`config.mk`:
```
export PLATFORM = sky130hd
export DESIGN_NAME = soc_it_message_send_engine
export DESIGN_NICKNAME = d
export VERILOG_FILES = /design/src/rtl/soc_it_message_send_engine.sv
export SDC_FILE = /design/constraint.sdc
export NUM_CORES = 2
export LEC_CHECK = 0
export BUFFER_PORTS_ARGS = -buffer_cell sky130_fd_sc_hd__buf_2
export CORE_MARGIN = 2
export CORE_UTILIZATION = 55
export DETAILED_ROUTE_END_ITERATION = 6
export PLACE_DENSITY_LB_ADDON = 0.3
export SETUP_SLACK_MARGIN = 0.15
export SLEW_MARGIN = 10
export SYNTH_ARGS = -nofsm -noshare
export SYNTH_HDL_FRONTEND = slang
export SYNTH_SLANG_ARGS = --single-unit
```
`constraint.sdc`:
```
create_clock -name clk -period 11.3 [get_ports clk]
set_input_delay 2.26 -clock clk [delete_from_list [all_inputs] [get_ports clk]]
set_output_delay 2.26 -clock clk [all_outputs]
set_load 0.005 [all_outputs]
```
`src/rtl/soc_it_message_send_engine.sv`:
```
// SoC-IT message send engine: buffers application beats in a FIFO and drives the
// request/ack, payload and completion handshake, one message in flight at a time.
`timescale 1ns/1ps
module soc_it_message_send_engine #(
    parameter int FIFO_DEPTH  = 16,
    parameter int ACK_TIMEOUT = 1024
) (
    input  logic         clk,
    input  logic         rst,
    input  logic         msg_in_valid,
    output logic         msg_in_ready,
    input  logic [127:0] msg_in_data,
    input  logic         msg_in_last,
    output logic         send_msg_request,
    input  logic         send_msg_ack,
    input  logic         send_msg_complete,
    input  logic [1:0]   send_msg_error,
    output logic         send_msg_src_rdy,
    input  logic         send_msg_dst_rdy,
    output logic [127:0] send_msg_payload,
    output logic         status_done,
    output logic [1:0]   status_error,
    output logic         status_timeout,
    output logic         busy
);

    localparam int PTR_W = $clog2(FIFO_DEPTH);
    localparam int OCC_W = $clog2(FIFO_DEPTH + 1);
    localparam int CNT_W = $clog2(ACK_TIMEOUT + 1);
    localparam logic [OCC_W-1:0] OCC_FULL  = OCC_W'(FIFO_DEPTH);
    localparam logic [CNT_W-1:0] CNT_LIMIT = CNT_W'(ACK_TIMEOUT - 1);
    localparam logic [CNT_W-1:0] CNT_MAX   = CNT_W'(ACK_TIMEOUT);

    typedef enum logic [2:0] {
        IDLE,
        REQ,
        XFER,
        WAIT_CMPL,
        DRAIN,
        DONE
    } state_t;

    state_t             state;
    logic [CNT_W-1:0]   cnt;
    logic [128:0]       mem [FIFO_DEPTH];
    logic [PTR_W-1:0]   wr_ptr;
    logic [PTR_W-1:0]   rd_ptr;
    logic [OCC_W-1:0]   occ;
    logic [OCC_W-1:0]   occ_next;
    logic               fifo_empty;
    logic               push;
    logic               pop;
    logic               head_last;
    logic [127:0]       head_data;

    assign fifo_empty         = (occ == '0);
    assign {head_last, head_data} = mem[rd_ptr];
    assign push               = msg_in_valid & msg_in_ready;
    assign send_msg_src_rdy   = (state == XFER) & ~fifo_empty;
    assign send_msg_payload   = send_msg_src_rdy ? head_data : '0;
    // In DRAIN the engine consumes beats itself, without the sink handshake.
    assign pop                = (send_msg_src_rdy & send_msg_dst_rdy) |
                                ((state == DRAIN) & ~fifo_empty);
    assign busy               = (state != IDLE);

    always_comb begin
        occ_next = occ;
        if (push && !pop)
            occ_next = occ + OCC_W'(1);
        else if (pop && !push)
            occ_next = occ - OCC_W'(1);
    end

    always_ff @(posedge clk) begin
        if (push)
            mem[wr_ptr] <= {msg_in_last, msg_in_data};
    end

    always_ff @(posedge clk or negedge rst) begin
        if (!rst) begin
            wr_ptr       <= '0;
            rd_ptr       <= '0;
            occ          <= '0;
            msg_in_ready <= 1'b1;
        end else begin
            if (push)
                wr_ptr <= wr_ptr + PTR_W'(1);
            if (pop)
                rd_ptr <= rd_ptr + PTR_W'(1);
            occ          <= occ_next;
            msg_in_ready <= (occ_next != OCC_FULL);
        end
    end

    always_ff @(posedge clk or negedge rst) begin
        if (!rst) begin
            state            <= IDLE;
            cnt              <= '0;
            send_msg_request <= 1'b0;
            status_done      <= 1'b0;
            status_error     <= 2'd0;
            status_timeout   <= 1'b0;
        end else begin
            status_done <= 1'b0;
            case (state)
                IDLE: begin
                    cnt <= '0;
                    if (!fifo_empty) begin
                        state            <= REQ;
                        send_msg_request <= 1'b1;
                    end
                end
                REQ: begin
                    if (cnt != CNT_MAX)
                        cnt <= cnt + CNT_W'(1);
                    // An ack in the final counted cycle still wins over the abort.
                    if (send_msg_ack) begin
                        state            <= XFER;
                        send_msg_request <= 1'b0;
                    end else if (cnt == CNT_LIMIT) begin
                        state            <= DRAIN;
                        send_msg_request <= 1'b0;
                    end
                end
                XFER: begin
                    if (pop && head_last)
                        state <= WAIT_CMPL;
                end
                WAIT_CMPL: begin
                    if (send_msg_complete) begin
                        status_error   <= send_msg_error;
                        status_timeout <= 1'b0;
                        status_done    <= 1'b1;
                        state          <= DONE;
                    end
                end
                DRAIN: begin
                    if (pop && head_last) begin
                        status_error   <= 2'd0;
                        status_timeout <= 1'b1;
                        status_done    <= 1'b1;
                        state          <= DONE;
                    end
                end
                DONE: begin
                    state <= IDLE;
                end
                default: begin
                    state <= IDLE;
                end
            endcase
        end
    end

    // A completion before the last payload beat is a sink protocol violation.
    complete_in_xfer: assert property (@(posedge clk) disable iff (!rst)
        !((state == XFER) && send_msg_complete));

endmodule
```
Word level (Yosys, flattened, before mapping)
Memory sizes are Yosys's and may differ from the RTL's.
Index checks and enable logic that the tools add are counted.
{"block": "classes", "addsub": 5, "multipliers": 0, "div": 0, "magnitude_cmp": 0, "n_eq_ne": 13, "n_shift": 0, "n_mux": 27, "n_bitwise": 6, "n_reduce_logical": 14}
{"operator": "two-way mux 128 bit", "count": 1}
{"operator": "one-hot mux 11 bit (2 select lines)", "count": 1}
{"operator": "two-way mux 3 bit", "count": 6}
{"operator": "one-hot mux 3 bit (5 select lines)", "count": 1}
{"operator": "adder 11 x 1 -> 11 bit (second input constant)", "count": 1}
{"operator": "equality test 11 x 10 -> 1 bit (second input constant)", "count": 1}
{"operator": "two-way mux 11 bit", "count": 1}
{"operator": "!= test 11 bit (second input constant)", "count": 1}
{"operator": "two-way mux 5 bit", "count": 2}
{"operator": "two-way mux 1 bit", "count": 9}
{"operator": "adder 4 x 1 -> 4 bit (second input constant)", "count": 2}
{"operator": "equality test 3 x 2 -> 1 bit (second input constant)", "count": 2}
{"operator": "!= test 2 bit (second input constant)", "count": 3}
{"operator": "one-hot mux 1 bit (2 select lines)", "count": 3}
{"operator": "AND reduction 3 bit", "count": 2}
{"operator": "adder 5 x 1 -> 5 bit (second input constant)", "count": 1}
{"operator": "logical NOT 5 bit", "count": 1}
{"operator": "!= test 5 bit (second input constant)", "count": 1}
{"operator": "AND reduction 5 bit", "count": 1}
{"operator": "subtractor 5 x 1 -> 5 bit (second input constant)", "count": 1}
{"operator": "AND 1 bit", "count": 4}
{"operator": "two-way mux 2 bit", "count": 2}
{"operator": "!= test 2 x 1 -> 1 bit (second input constant)", "count": 2}
{"operator": "one-hot mux 2 bit (2 select lines)", "count": 1}
{"operator": "11 further kinds", "count": 15}
{"block": "word_totals", "register_bits": 33, "latch_bits": 0, "ram_bits": 2064, "mem_bits_ro": 0, "in_bits": 137, "out_inout_bits": 136, "wordCells": 76, "memories": 1}
{"memory": "mem", "depth": 16, "width": 129, "rd": 1, "rd_ports_with_merged_regs": 0, "wr": 1, "line": "45", "rtl": "logic [128:0] mem [FIFO_DEPTH];"}

Logic depth before layout (Yosys ltp)
{"block": "depth", "depth_word": 9, "mapped_depth": 8, "depth_no_buf": 7}

Worst setup path before layout
No wires, ideal clock.
{"block": "synth_path", "kind": "input-to-reg", "from": "input msg_in_valid", "to": "memory mem[3][0] (enable)", "setup_time_ns": 0.775, "arrival_ns": 11.794, "path_slack_ns": -1.268, "path_stages": 5, "n_path_buf": 2, "cell_sequence": "and2_1 > clkbuf_1 > clkbuf_1 > nand2_1 > nor3_1"}
{"block": "synth_via", "elab_chain_cells": 3}
{"element": "start, declared", "line": "10", "rtl": "input logic msg_in_valid,"}
{"element": "AND 1 bit", "line": "58", "rtl": "assign push = msg_in_valid & msg_in_ready;"}
{"element": "two-way mux 1 bit", "line": "75", "rtl": "if (push)"}
{"element": "two-way mux 1 bit (not written as such)", "line": "76", "rtl": "mem[wr_ptr] <= {msg_in_last, msg_in_data};"}
{"element": "end, declared", "line": "45"}
Every way passes these cells.

Worst setup path in the final report
{"block": "layout_path", "from": "register rd_ptr[0]", "to": "output send_msg_payload[55]"}
{"block": "layout_via", "elab_chain_cells": 2}
{"element": "start, declared", "line": "47", "rtl": "logic [PTR_W-1:0] rd_ptr;"}
{"element": "start signal, assigned", "line": "89", "rtl": "rd_ptr <= rd_ptr + PTR_W'(1);"}
{"element": "memory read (16 x 129 bit)"}
{"element": "two-way mux 128 bit", "line": "60", "rtl": "assign send_msg_payload = send_msg_src_rdy ? head_data : '0;"}
{"element": "end, declared", "line": "20", "rtl": "output logic [127:0] send_msg_payload,"}
Every way passes these cells.

==> out/qor.yml <==
outcome: "completed"
core-area_sq_um: 144000
rsz0062_at_grt: "no"
synth_top_flop_cell: "edfxtp_1"
wl_per_cell_microns: 30.44
wirelength_met1_mm: 68.52
post-route-period-util_pct: 62.90
drive_gt1_share_pct: 34.05
antenna_found_initial: 51
routed.top_layer: "met5"
cellLeakagePower_uw: 0.02859
avgSynthCellArea_sq_um: 24.87
wl_mm: 172.7
clk_latency_ns: 0.81
rows: 139
r2r_setup_slack_ns: 7.11
path_max_fanout: 105
dpl.cell_count: 5282
netlist_area_sq_um: 79960
wl_met3_mm: 14.35
stdcell_count: 5674
initial_core_util_pct: 55.53
worstMarginPinSlew_ns: 1.166
slew_headroom_pct: 22.28
htreeDepth: 4
fin_nets: 3728
timing.fmax_ghz: 0.1407
cts_buffers: 200
ys_seq_area_share_pct: 78.55
total_power_uw: 22000
clock-root-buffer: "clkbuf_16"
vdd_drop_max_v: 0.0002439
drv_cap: 0
syn_inst: 3215
drt_pass1_iterations: 7
synth.distinct_cells: 47
die_area_sq_um: 148400
ios: 273
worstHoldPathType: "register to register"
setup_viol: 0
dpl.hpwl_mm: 82.72
hold_viol: 0
layout_setup_ws_ns: 4.193
grt_pass1_vias: 36330
final_cell_mix: "2,064 x edfxtp_1, 642 x mux4_2, 272 x buf_2, 204 x clkbuf_16, 132 x nor2b_1"
drc: 0
grt_usage_pct: 23.62
tns_ns: 0
powerDensity_nw_per_um2: 243.9
cp.required_ns: 9.04
synth_warnings: 0
async_flop_share_pct: 1.574
grt_pass1_wl_mm: 249.9
synth_edf_count: 2064
area_delta_synth_final_pct: 12.81
gr-total-overflow: 0
postCtsHoldBufs: 0
endpoint: "send_msg_payload[55]"
hold_depth: 1
synth_nets: 3362
die_x_microns: 385.3
ys_ff_latch: 2097
clockBufferDepth: 3
criticalPathCategory: "register to output port"
skew_ns: 0.02577
critPathCaptureType: "output port"
critPathLaunch: "rd_ptr[0]"
fp.dieH_microns: 385.3
fin_crit_ns: 7.107
dr_wl_met2_mm: 85.77
dp_slack_ns: 4.985
grt_max_degree: 158
gp_congestion: 0.7275
critPathLaunchType: "register"
worstPathArrival_ns: 4.85
r2r_end: "mem[10][78]"
final_common_cell: "edfxtp_1"
vias: 35480
cts.sink_count: 2097
cts_resized: 0
cts_tree: "built"
ff2ff_path_depth: 5
drv_slew: 0
initialDrtViolationCount: 3629
portBuffers: 272
path_clk_slew_ns: 0.06
cts_setup_buffers: 0
via_per_inst: 6.253
rr_startpoint: "msg_in_ready"
antenna_left: 0
fill_cells: 9502
-- state kept, by name, indices dropped and copies added, names as in the netlist --
signal,count
occ,5
status_done,1
state,3
msg_in_ready,1
cnt,11
rd_ptr,4
send_msg_request,1
status_error,2
wr_ptr,4
status_timeout,1
mem,2064
-- critical path, stage by stage, from the launching register on --
cell and delay [ns]:
dfrtp_4 0.81, buf_12 0.65, buf_12 0.53, mux4_2 0.62, mux4_2 0.55, nor2b_1 0.16
buf_2 0.16
-- metal layers --
metal	global-route usage (%)	up-vias
li1	-	14610
met1	33.53	19130
met2	37.78	1394
met3	5.128	299
met4	6.463	48
met5	0	-
-- area by class of cell --
| type | count | area [sq um] | share of cell area [%] |
|---|---|---|---|
| flip-flops and latches | 2097 | 62820 | 69.64 |
| multi-input cells | 939 | 16500 | 18.30 |
| clock buffers | 243 | 5291 | 5.866 |
| well taps | 1903 | 2381 | 2.640 |
| repair buffers | 332 | 1987 | 2.203 |
| clock inverters | 131 | 1135 | 1.258 |
| diodes | 18 | 45.04 | 0.04993 |
| inverters | 11 | 41.29 | 0.04577 |
-- where the power goes --
part | switching (uW) | total [uW] | internal [uW]
combinational | 2930 | 5820 | 2890
sequential | 298 | 9670 | 9370
clock | 2820 | 6520 | 3700
total | 6040 | 22000 | 16000
-- how the worst min path moves through the flow --
stage | startpoint | slack [ns] | to
global placement | status_timeout | 0.48 | status_timeout
floorplan | status_timeout | 0.49 | status_timeout
CTS | status_timeout | 0.49 | status_timeout
finish | status_timeout | 0.49 | status_timeout
detailed placement | status_timeout | 0.48 | status_timeout
global route | status_timeout | 0.51 | status_timeout
-- per-stage QoR --
stage / utilization (%) / cell area, sq um / hold WS, ns
finish: 62.64 / 90210 / 0.4885
global route: 62.62 / 90180 / 0.5053
CTS: 62.61 / 90160 / 0.4921
detailed placement: 58.15 / 83740 / 0.4780
global placement: 58.15 / 83740 / 0.4774
floorplan: - / 79980 / 0.4877
-- synth_stat cells (2+ instances only) --
cell type	number	area, sq um
edfxtp_1	2064	61980
mux4_2	642	14460
nor2b_1	132	825.8
clkbuf_1	87	326.6
buf_2	64	320.3
nor2_1	34	127.6
dfrtp_1	32	800.8
nand2_1	16	60.06
nand4_1	13	81.33
inv_1	11	41.29
xor2_1	11	96.34
ha_1	10	125.1
buf_1	9	33.78
mux2i_1	9	90.09
xnor2_1	9	78.83
o21ai_0	8	40.04
nand3_1	7	35.03
buf_4	6	45.04
nand2b_1	6	37.54
nor3_1	5	25.02
a21oi_1	4	20.02
and2_1	4	25.02
nor4_1	3	18.77
or2_2	3	18.77
buf_6	2	22.52
nand3b_1	2	15.01
o22ai_1	2	12.51
-- logic make-up after synthesis --
family                     after synthesis  synth area share, %
DFF                                   2097                78.55
AOI/OAI and AO/OA                       23               0.1878
buffers and inverters                  179               0.9874
muxes                                  652                18.21
adders and majority gates               11               0.1690
xor gates and xnor gates                20               0.2191
and+or+nand+nor                        233                1.681
Power figures use the tool's default switching activity.
